==> src/rtl/if_fetch_ctrl_pkg.sv <==
// Shared types and constants for the instruction-fetch request controller.
package if_fetch_ctrl_pkg;

  typedef enum logic [1:0] {
    ST_IDLE = 2'd0,
    ST_REQ  = 2'd1,
    ST_WAIT = 2'd2,
    ST_HOLD = 2'd3
  } fetch_state_e;

  localparam logic [31:0] RESET_PC_DEFAULT = 32'h1c00_0000;
  localparam logic [31:0] PC_STEP_DEFAULT  = 32'd4;
  localparam logic [1:0]  SIZE_WORD        = 2'b10;

endpackage

==> src/rtl/if_fetch_ctrl_if.sv <==
// SRAM-like instruction port between the fetch controller (master) and the bridge (slave).
interface if_fetch_ctrl_if;

  logic        req;
  logic        wr;
  logic [1:0]  size;
  logic [31:0] addr;
  logic [3:0]  wstrb;
  logic [31:0] wdata;
  logic        addr_ok;
  logic        data_ok;
  logic [31:0] rdata;

  modport master (
    output req, wr, size, addr, wstrb, wdata,
    input  addr_ok, data_ok, rdata
  );

  modport slave (
    input  req, wr, size, addr, wstrb, wdata,
    output addr_ok, data_ok, rdata
  );

endinterface

==> src/rtl/if_fetch_ctrl.sv <==
// Fetch PC owner: issues one word read at a time, buffers the returned instruction
// for decode, and drops an in-flight response after a redirect.
module if_fetch_ctrl
  import if_fetch_ctrl_pkg::*;
#(
  parameter logic [31:0] RESET_PC = RESET_PC_DEFAULT,
  parameter logic [31:0] PC_STEP  = PC_STEP_DEFAULT
) (
  input  logic                  aclk,
  input  logic                  aresetn,
  input  logic                  redirect_valid,
  input  logic [31:0]           redirect_pc,
  output logic                  out_valid,
  input  logic                  out_ready,
  output logic [31:0]           out_pc,
  output logic [31:0]           out_inst,
  output logic                  out_adef,
  if_fetch_ctrl_if.master       inst_sram,
  output fetch_state_e          state_dbg
);

  // Handshakes: a request transfers on a cycle with req & addr_ok, and req/addr stay
  // stable until then; read data transfers on any cycle with data_ok; a buffered
  // instruction transfers on out_valid & out_ready, with out_* stable until then.

  fetch_state_e state, state_n;
  logic [31:0]  fetch_pc, fetch_pc_n;
  logic [31:0]  inflight_pc, inflight_pc_n;
  logic         discard, discard_n;
  logic         out_valid_n, out_adef_n;
  logic [31:0]  out_pc_n, out_inst_n;
  logic [31:0]  req_addr;
  logic         req;

  // A redirect during REQ moves fetch_pc but the pending request must not change,
  // so the issued address is parked in inflight_pc while discard is set.
  assign req_addr = (discard && (state == ST_REQ)) ? inflight_pc : fetch_pc;

  always_comb begin
    state_n       = state;
    fetch_pc_n    = redirect_valid ? redirect_pc : fetch_pc;
    inflight_pc_n = inflight_pc;
    discard_n     = discard;
    out_valid_n   = out_valid;
    out_adef_n    = out_adef;
    out_pc_n      = out_pc;
    out_inst_n    = out_inst;
    req           = 1'b0;

    case (state)
      ST_IDLE: begin
        state_n = ST_REQ;
      end

      ST_REQ: begin
        if (req_addr[1:0] == 2'b00) begin
          req = 1'b1;
          if (redirect_valid) begin
            discard_n = 1'b1;
          end
          if (redirect_valid || inst_sram.addr_ok) begin
            inflight_pc_n = req_addr;
          end
          if (inst_sram.addr_ok) begin
            state_n = ST_WAIT;
          end
        end else if (!redirect_valid) begin
          out_valid_n = 1'b1;
          out_adef_n  = 1'b1;
          out_inst_n  = '0;
          out_pc_n    = fetch_pc;
          state_n     = ST_HOLD;
        end
      end

      ST_WAIT: begin
        if (inst_sram.data_ok) begin
          if (discard || redirect_valid) begin
            discard_n = 1'b0;
            state_n   = ST_REQ;
          end else begin
            out_valid_n = 1'b1;
            out_adef_n  = 1'b0;
            out_inst_n  = inst_sram.rdata;
            out_pc_n    = inflight_pc;
            state_n     = ST_HOLD;
          end
        end else if (redirect_valid) begin
          discard_n = 1'b1;
        end
      end

      ST_HOLD: begin
        // Redirect beats a simultaneous consume: the flush covers that instruction.
        if (redirect_valid) begin
          out_valid_n = 1'b0;
          state_n     = ST_REQ;
        end else if (out_ready) begin
          out_valid_n = 1'b0;
          fetch_pc_n  = fetch_pc + PC_STEP;
          state_n     = ST_REQ;
        end
      end

      default: begin
        state_n = ST_IDLE;
      end
    endcase
  end

  always_ff @(posedge aclk) begin
    if (!aresetn) begin
      state       <= ST_IDLE;
      fetch_pc    <= RESET_PC;
      inflight_pc <= '0;
      discard     <= 1'b0;
      out_valid   <= 1'b0;
      out_adef    <= 1'b0;
      out_pc      <= '0;
      out_inst    <= '0;
    end else begin
      state       <= state_n;
      fetch_pc    <= fetch_pc_n;
      inflight_pc <= inflight_pc_n;
      discard     <= discard_n;
      out_valid   <= out_valid_n;
      out_adef    <= out_adef_n;
      out_pc      <= out_pc_n;
      out_inst    <= out_inst_n;
    end
  end

  assign inst_sram.req   = req;
  assign inst_sram.addr  = req_addr;
  assign inst_sram.wr    = 1'b0;
  assign inst_sram.size  = SIZE_WORD;
  assign inst_sram.wstrb = 4'h0;
  assign inst_sram.wdata = 32'h0;
  assign state_dbg       = state;

endmodule

==> src/flat_wrapper.sv <==
// flat-port wrapper written by rule: the top's interface ports become plain ports
module if_fetch_ctrl_flat import if_fetch_ctrl_pkg::*;
#(
  parameter logic [31:0] RESET_PC = RESET_PC_DEFAULT,
  parameter logic [31:0] PC_STEP  = PC_STEP_DEFAULT
)
  (aclk, aresetn, redirect_valid, redirect_pc, out_valid, out_ready, out_pc, out_inst, out_adef, state_dbg, inst_sram_req, inst_sram_wr, inst_sram_size, inst_sram_addr, inst_sram_wstrb, inst_sram_wdata, inst_sram_addr_ok, inst_sram_data_ok, inst_sram_rdata);
  if_fetch_ctrl_if inst_sram_i ();
  input  logic aclk;
  input  logic aresetn;
  input  logic redirect_valid;
  input  logic [31:0] redirect_pc;
  output logic out_valid;
  input  logic out_ready;
  output logic [31:0] out_pc;
  output logic [31:0] out_inst;
  output logic out_adef;
  output fetch_state_e state_dbg;
  output wire logic [$bits(inst_sram_i.req)-1:0] inst_sram_req;
  output wire logic [$bits(inst_sram_i.wr)-1:0] inst_sram_wr;
  output wire logic [$bits(inst_sram_i.size)-1:0] inst_sram_size;
  output wire logic [$bits(inst_sram_i.addr)-1:0] inst_sram_addr;
  output wire logic [$bits(inst_sram_i.wstrb)-1:0] inst_sram_wstrb;
  output wire logic [$bits(inst_sram_i.wdata)-1:0] inst_sram_wdata;
  input wire logic [$bits(inst_sram_i.addr_ok)-1:0] inst_sram_addr_ok;
  input wire logic [$bits(inst_sram_i.data_ok)-1:0] inst_sram_data_ok;
  input wire logic [$bits(inst_sram_i.rdata)-1:0] inst_sram_rdata;
  assign inst_sram_req = inst_sram_i.req;
  assign inst_sram_wr = inst_sram_i.wr;
  assign inst_sram_size = inst_sram_i.size;
  assign inst_sram_addr = inst_sram_i.addr;
  assign inst_sram_wstrb = inst_sram_i.wstrb;
  assign inst_sram_wdata = inst_sram_i.wdata;
  assign inst_sram_i.addr_ok = inst_sram_addr_ok;
  assign inst_sram_i.data_ok = inst_sram_data_ok;
  assign inst_sram_i.rdata = inst_sram_rdata;
  if_fetch_ctrl #(.RESET_PC(RESET_PC), .PC_STEP(PC_STEP)) u_core (.aclk(aclk), .aresetn(aresetn), .redirect_valid(redirect_valid), .redirect_pc(redirect_pc), .out_valid(out_valid), .out_ready(out_ready), .out_pc(out_pc), .out_inst(out_inst), .out_adef(out_adef), .inst_sram(inst_sram_i), .state_dbg(state_dbg));
endmodule
==> config.mk <==
export PLATFORM = sky130hd
export DESIGN_NAME = if_fetch_ctrl_flat
export DESIGN_NICKNAME = d
export VERILOG_FILES = /design/src/rtl/if_fetch_ctrl_pkg.sv /design/src/rtl/if_fetch_ctrl_if.sv /design/src/rtl/if_fetch_ctrl.sv /design/src/flat_wrapper.sv
export SDC_FILE = /design/constraint.sdc
export NUM_CORES = 1
export LEC_CHECK = 0
export ABC_CLOCK_PERIOD_IN_PS = 5500
export BUFFER_PORTS_ARGS = -buffer_cell sky130_fd_sc_hd__buf_2
export CAP_MARGIN = 20
export CORE_UTILIZATION = 55
export DETAILED_ROUTE_END_ITERATION = 8
export PLACE_DENSITY = 0.83
export SLEW_MARGIN = 15
export SYNTH_ARGS = -nofsm -noshare
export SYNTH_HDL_FRONTEND = slang
export SYNTH_SLANG_ARGS = --single-unit
==> constraint.sdc <==
create_clock -name aclk -period 5.5 [get_ports aclk]
set_clock_uncertainty 0.1 [all_clocks]
set_input_delay 0.275 -clock aclk [delete_from_list [all_inputs] [get_ports aclk]]
set_output_delay 0.275 -clock aclk [all_outputs]
set_load 0.005 [all_outputs]
Word-level counts from Yosys, hierarchy flattened
Cells that the tools add are included.
Storage, ports and cells
  register bits: 133
  bits in latches: 0
  memory bits (writable): 0
  ROM bits: 0
  output and inout port bits: 140
  word-level logic and storage cells: 73
  memories kept: 0
Operators by class
  add/subtract/negate cells: 1
  multipliers: 0
  divide/modulo/power cells: 0
  $lt $le $gt $ge: 0
  eq/ne operators: 12
  shift-type cells: 0
  muxes and demuxes: 40
  bitwise gates (word level): 0
  reductions and logical operators: 12
Operators by type and width (number)
  2-to-1 mux 32 bit: 13
  case mux 32 bit (2 select lines): 2
  adder 32 x 3 -> 32 bit (second input constant): 1
  2-to-1 mux 1 bit: 14
  2-to-1 mux 2 bit: 7
  inequality test 2 bit (second input constant): 5
  inequality test 3 bit (second input constant): 3
  case mux 2 bit (4 select lines): 1
  AND reduction 3 bit: 2
  AND reduction 6 bit: 1
  AND reduction 5 bit: 1
  equality test 2 bit (second input constant): 2
  zero test 2 bit: 2
  case mux 1 bit (2 select lines): 2
  AND reduction 4 bit: 1
  inequality test 3 x 2 -> 1 bit (second input constant): 1
  case mux 1 bit (3 select lines): 1
  nonzero test 3 bit: 1
  equality test 2 x 1 -> 1 bit (second input constant): 1
  logical OR 1 bit: 2
  nonzero test 2 bit: 1
  logical AND 1 bit: 1

Longest topological paths before layout
  depth after elaboration: 6
  depth in mapped cells: 9
  mapped depth without buffers: 7

Worst setup path after synthesis
OpenSTA, ideal clock, no wires.
  path type: reg2reg
  from: reg u_core.state[1], in the netlist u_core.state_dbg[1]
  to: reg u_core.inflight_pc[7]
  library setup time: 0.128 ns
  arrival time: 1.854 ns
  required time: 5.272 ns
  slack: 3.418 ns
  stages on the path, launching flop included: 9
  buffers on the path: 2
  cell sequence: dfxtp_1 -> inv_1 -> ha_1 -> buf_2 -> nand2_1 -> clkbuf_1 -> mux2_2 -> mux2i_1 -> nor2_1
On the way
  elaborated cells between the ends (all ways): 5
RTL lines
  from (decl): line if_fetch_ctrl.sv:26  | fetch_state_e state, state_n;
  from (signal assigned): line if_fetch_ctrl.sv:122  | state <= state_n;
  equality test 2 x 1 -> 1 bit: line if_fetch_ctrl.sv:37  | assign req_addr = (discard && (state == ST_REQ)) ? inflight_pc : fetch_pc;
  logical AND 1 bit: line if_fetch_ctrl.sv:37
  2-to-1 mux 32 bit: line if_fetch_ctrl.sv:37
  via inst_sram_addr[7]: line flat_wrapper.sv:22  | output wire logic [$bits(inst_sram_i.addr)-1:0] inst_sram_addr;
  to (signal assigned): line if_fetch_ctrl.sv:124  | inflight_pc <= inflight_pc_n;
  to (decl): line if_fetch_ctrl.sv:28  | logic [31:0] inflight_pc, inflight_pc_n;
The timed path passes the listed nets, and every way through them passes these cells.
A chain may end at the register's enable or synchronous reset.

Worst setup path after layout
  from: reg u_core.state[1], in the netlist u_core.state_dbg[1]
  to: reg u_core.fetch_pc[13]
On the way
  cells in the longest elaborated chain, start to end: 2
RTL lines
  equality test 2 bit: line if_fetch_ctrl.sv:50  | case (state)
  2-to-1 mux 32 bit: line if_fetch_ctrl.sv:50
  to (signal assigned): line if_fetch_ctrl.sv:123  | fetch_pc <= fetch_pc_n;
  to (decl): line if_fetch_ctrl.sv:27  | logic [31:0] fetch_pc, fetch_pc_n;
Every way passes these cells.

==> impl_results.md <==
- Status: complete, no violations
- Util after Layout: 0.7094
- Initial DRT Pass Iterations: 7
- Core area: 11370 µm²
- Area occupied by multi-input gates: 3356 µm²
- Max-Cap Viols: 0
- Max Freq: 0.3555 GHz
- Syn-to-layout area delta: 25.78%
- H-tree depth: 4
- Fin crit share: 0.5115
- CP Capture Type: register
- Antenna Violating Nets Remaining: 0
- Vias per std cell: 5.757
- Yosys warns: 0
- Tot GR Track Use: 0.2830
- CP required: 5710 ps
- Detailed-route via count: 5838
- Final global-route overflow total: 0
- Pwr per Cell Area: 383.4 nW/µm²
- Antenna violations before repair: 2
- Worst rel slew slack: 0.2583
- Final GP Congestion: 0.8089
- DRT iter0 DRCs: 473
- Worst-Margin Slew: 1113 ps
- Number of global-route vias before repair: 5374
- Critical path class: register to register
- Cts bufs inserted: 17
- WL final: 17060 µm
- Remaining DRCs: 0
- Fillers: 839
- Ys flop type: dfxtp_1
- CP peak stage delay: 630 ps
- Sequential cell area: 2663 µm²
- VDD IR max: 0.2267 mV
- Die Height: 110.0 µm
- Clk pin slew, worst setup/hold paths: 60 ps
- Pins Over Slew Limit: 0
- Slowest cell on crit path: nor4_1
- Clock Latency Late Sink: 410 ps
- DIE AREA: 12090 µm²
- Part of the Yosys area used for sequential elements: 0.4152
- Setup tns final: 0 ps
- EDFF count, synth: 0
- Syn Inst Count: 686
- Gates resized, CTS repair: 0
- Largest net degree at the start of global routing: 93
- Die X: 110.0 µm
- Half-perimeter wire length after placement: 10990 µm
- Root Driver: clkbuf_16
- Post-Syn Area: 6412 µm²
- Netlist cell types: 55
- Setup violators final: 0
- Startpoint types: register
- Deepest clock path buffer count: 2
- # IOs: 210
- Wire per inst: 16.82 µm
- CTS sink count: 133
- Layout Nets: 933
- N_diodes: 0
- Syn Area/Cell: 9.348 µm²
- Crit path time final: 2813 ps
- Synthesized flop and latch total: 133
- Layout cell share with drive strength beyond 1: 0.2870
- Initial Util: 0.5640
- Lkg Pwr: 0.003498 µW
- Buffers added on ports: 170
- RSZ-0062 raised after global routing: false
- Num rows: 39
- Hold Vio Cnt, Final: 0
- CP Data Arrival Time: 3020 ps
- Critical path peak fanout: 19
- Global-route wire length before repair: 26340 µm
- Crit-path cells: ha_1, nand3b_1, nor4_1, nand3_1, and3_1, o21a_1
- FFs w/ async S/R, synth: 0
- CTS tree: built
- Hold WC Path Type: input pin to register
-- cells in the final DEF (no fill, tap or decap), types with 4 or more instances in the layout --
cell,instances
a31oi_1,8
buf_4,6
o22ai_1,4
dlygate4sd3_1,31
a22o_1,32
a211oi_1,37
o31ai_1,4
o21ai_0,4
clkbuf_16,17
nor2_1,83
nand4_1,12
o211a_1,4
nand2_1,34
o211ai_1,5
clkinv_4,4
nor3_1,4
and3_1,7
ha_1,4
dfxtp_1,133
xor2_1,8
nand3_1,12
mux2_1,6
a21oi_1,24
mux2_2,30
buf_2,170
clkinvlp_4,4
inv_1,9
mux2i_1,70
nor4_1,7
conb_1,39
-- final timing paths --
check / from / endpoint / slack, ps / depth (start not counted)
max reg2reg: u_core.state_dbg[1] / u_core.fetch_pc[13] / 2690 / 6
max: u_core.state_dbg[1] / u_core.fetch_pc[13] / 2690 / 6
min: redirect_pc[12] / u_core.fetch_pc[12] / 20 / 3
min reg2reg: u_core.out_inst[13] / u_core.out_inst[13] / 370 / 1
-- worst max-delay path: cells and delay by family (launching register included) --
family | cells | cell delay (ps)
flops | 1 | 400
fa+ha+maj | 1 | 420
compound gates | 1 | 180
simple gates | 4 | 1600
-- kinds of logic after synthesis --
| logic type | after synthesis | share of synthesized area |
|---|---|---|
| simple gates | 184 | 0.1372 |
| compound gates | 144 | 0.1655 |
| flops | 133 | 0.4152 |
| mux | 106 | 0.1725 |
| buf+inv | 103 | 0.08644 |
| xor+xnor | 9 | 0.01229 |
| fa+ha+maj | 5 | 0.009756 |
| other cells | 2 | 0.001171 |
-- Yosys cell counts, types with 4 or more instances --
cell | n | share of area
a211oi_1 | 37 | 0.043
a21oi_1 | 24 | 0.019
a22o_1 | 32 | 0.044
a31oi_1 | 8 | 0.0078
and3_1 | 7 | 0.0068
buf_1 | 5 | 0.0029
buf_2 | 17 | 0.013
buf_4 | 39 | 0.046
clkbuf_1 | 30 | 0.018
dfxtp_1 | 133 | 0.42
ha_1 | 5 | 0.0098
inv_1 | 9 | 0.0053
mux2_1 | 6 | 0.011
mux2_2 | 30 | 0.053
mux2i_1 | 70 | 0.11
nand2_1 | 34 | 0.020
nand3_1 | 12 | 0.0094
nand4_1 | 12 | 0.012
nor2_1 | 84 | 0.049
nor3_1 | 5 | 0.0039
nor3b_1 | 4 | 0.0047
nor4_1 | 7 | 0.0068
o211a_1 | 4 | 0.0062
o211ai_1 | 5 | 0.0059
o21ai_0 | 4 | 0.0031
o22ai_1 | 4 | 0.0039
o31ai_1 | 4 | 0.0047
xor2_1 | 8 | 0.011
-- final cells by class --
| cell class | instances | share of cell area |
|---|---|---|
| multi-input combinational | 487 | 0.4161 |
| timing repair buffer | 207 | 0.1496 |
| clock buffer | 18 | 0.05445 |
| tap | 143 | 0.02218 |
| sequential | 133 | 0.3301 |
| clock inverter | 14 | 0.02203 |
| inverter | 12 | 0.005585 |
-- timing repair --
action,in CTS,in global routing
setup buffers,0,0
endpoints found under the hold margin,31,0
hold buffers,31,0
-- metrics by stage --
| step | total power, µW | setup slack [ps] | area [µm²] | instances | hold WS (ps) |
|---|---|---|---|---|---|
| after floorplan | 1698 | 3418 | 6551 | 723 | 288.2 |
| after detailed placement | 1920 | 2724 | 7133 | 951 | 350.0 |
| after global routing | 3246 | 2413 | 8065 | 1014 | 3.275 |
| final | 3092 | 2687 | 8065 | 1014 | 17.64 |
| after global placement | 1889 | 2823 | 7133 | 951 | 350.6 |
| after CTS | 3101 | 2728 | 8060 | 1014 | 7.419 |
-- sequential cells by signal, summed over array words and instances, names as in the netlist --
name and cells:
u_core.inflight_pc 32, u_core.discard 1, u_core.out_adef 1, u_core.out_valid 1, u_core.out_pc 32, u_core.fetch_pc 32, u_core.state_dbg 2, u_core.out_inst 32
-- per-layer routing --
| metal | GRT usage | vias up | share of wire |
|---|---|---|---|
| li1 | - | 2762 | - |
| met1 | 0.3452 | 2799 | 0.42 |
| met2 | 0.4777 | 245 | 0.49 |
| met3 | 0.07995 | 30 | 0.071 |
| met4 | 0.09619 | 2 | 0.018 |
| met5 | 0 | - | 0.00076 |
-- where the power goes --
group	switching, µW	internal (µW)
combinational	414	337
clock	439	729
sequential	87.2	1090
total	940	2150
Power figures use the tool's default switching activity.
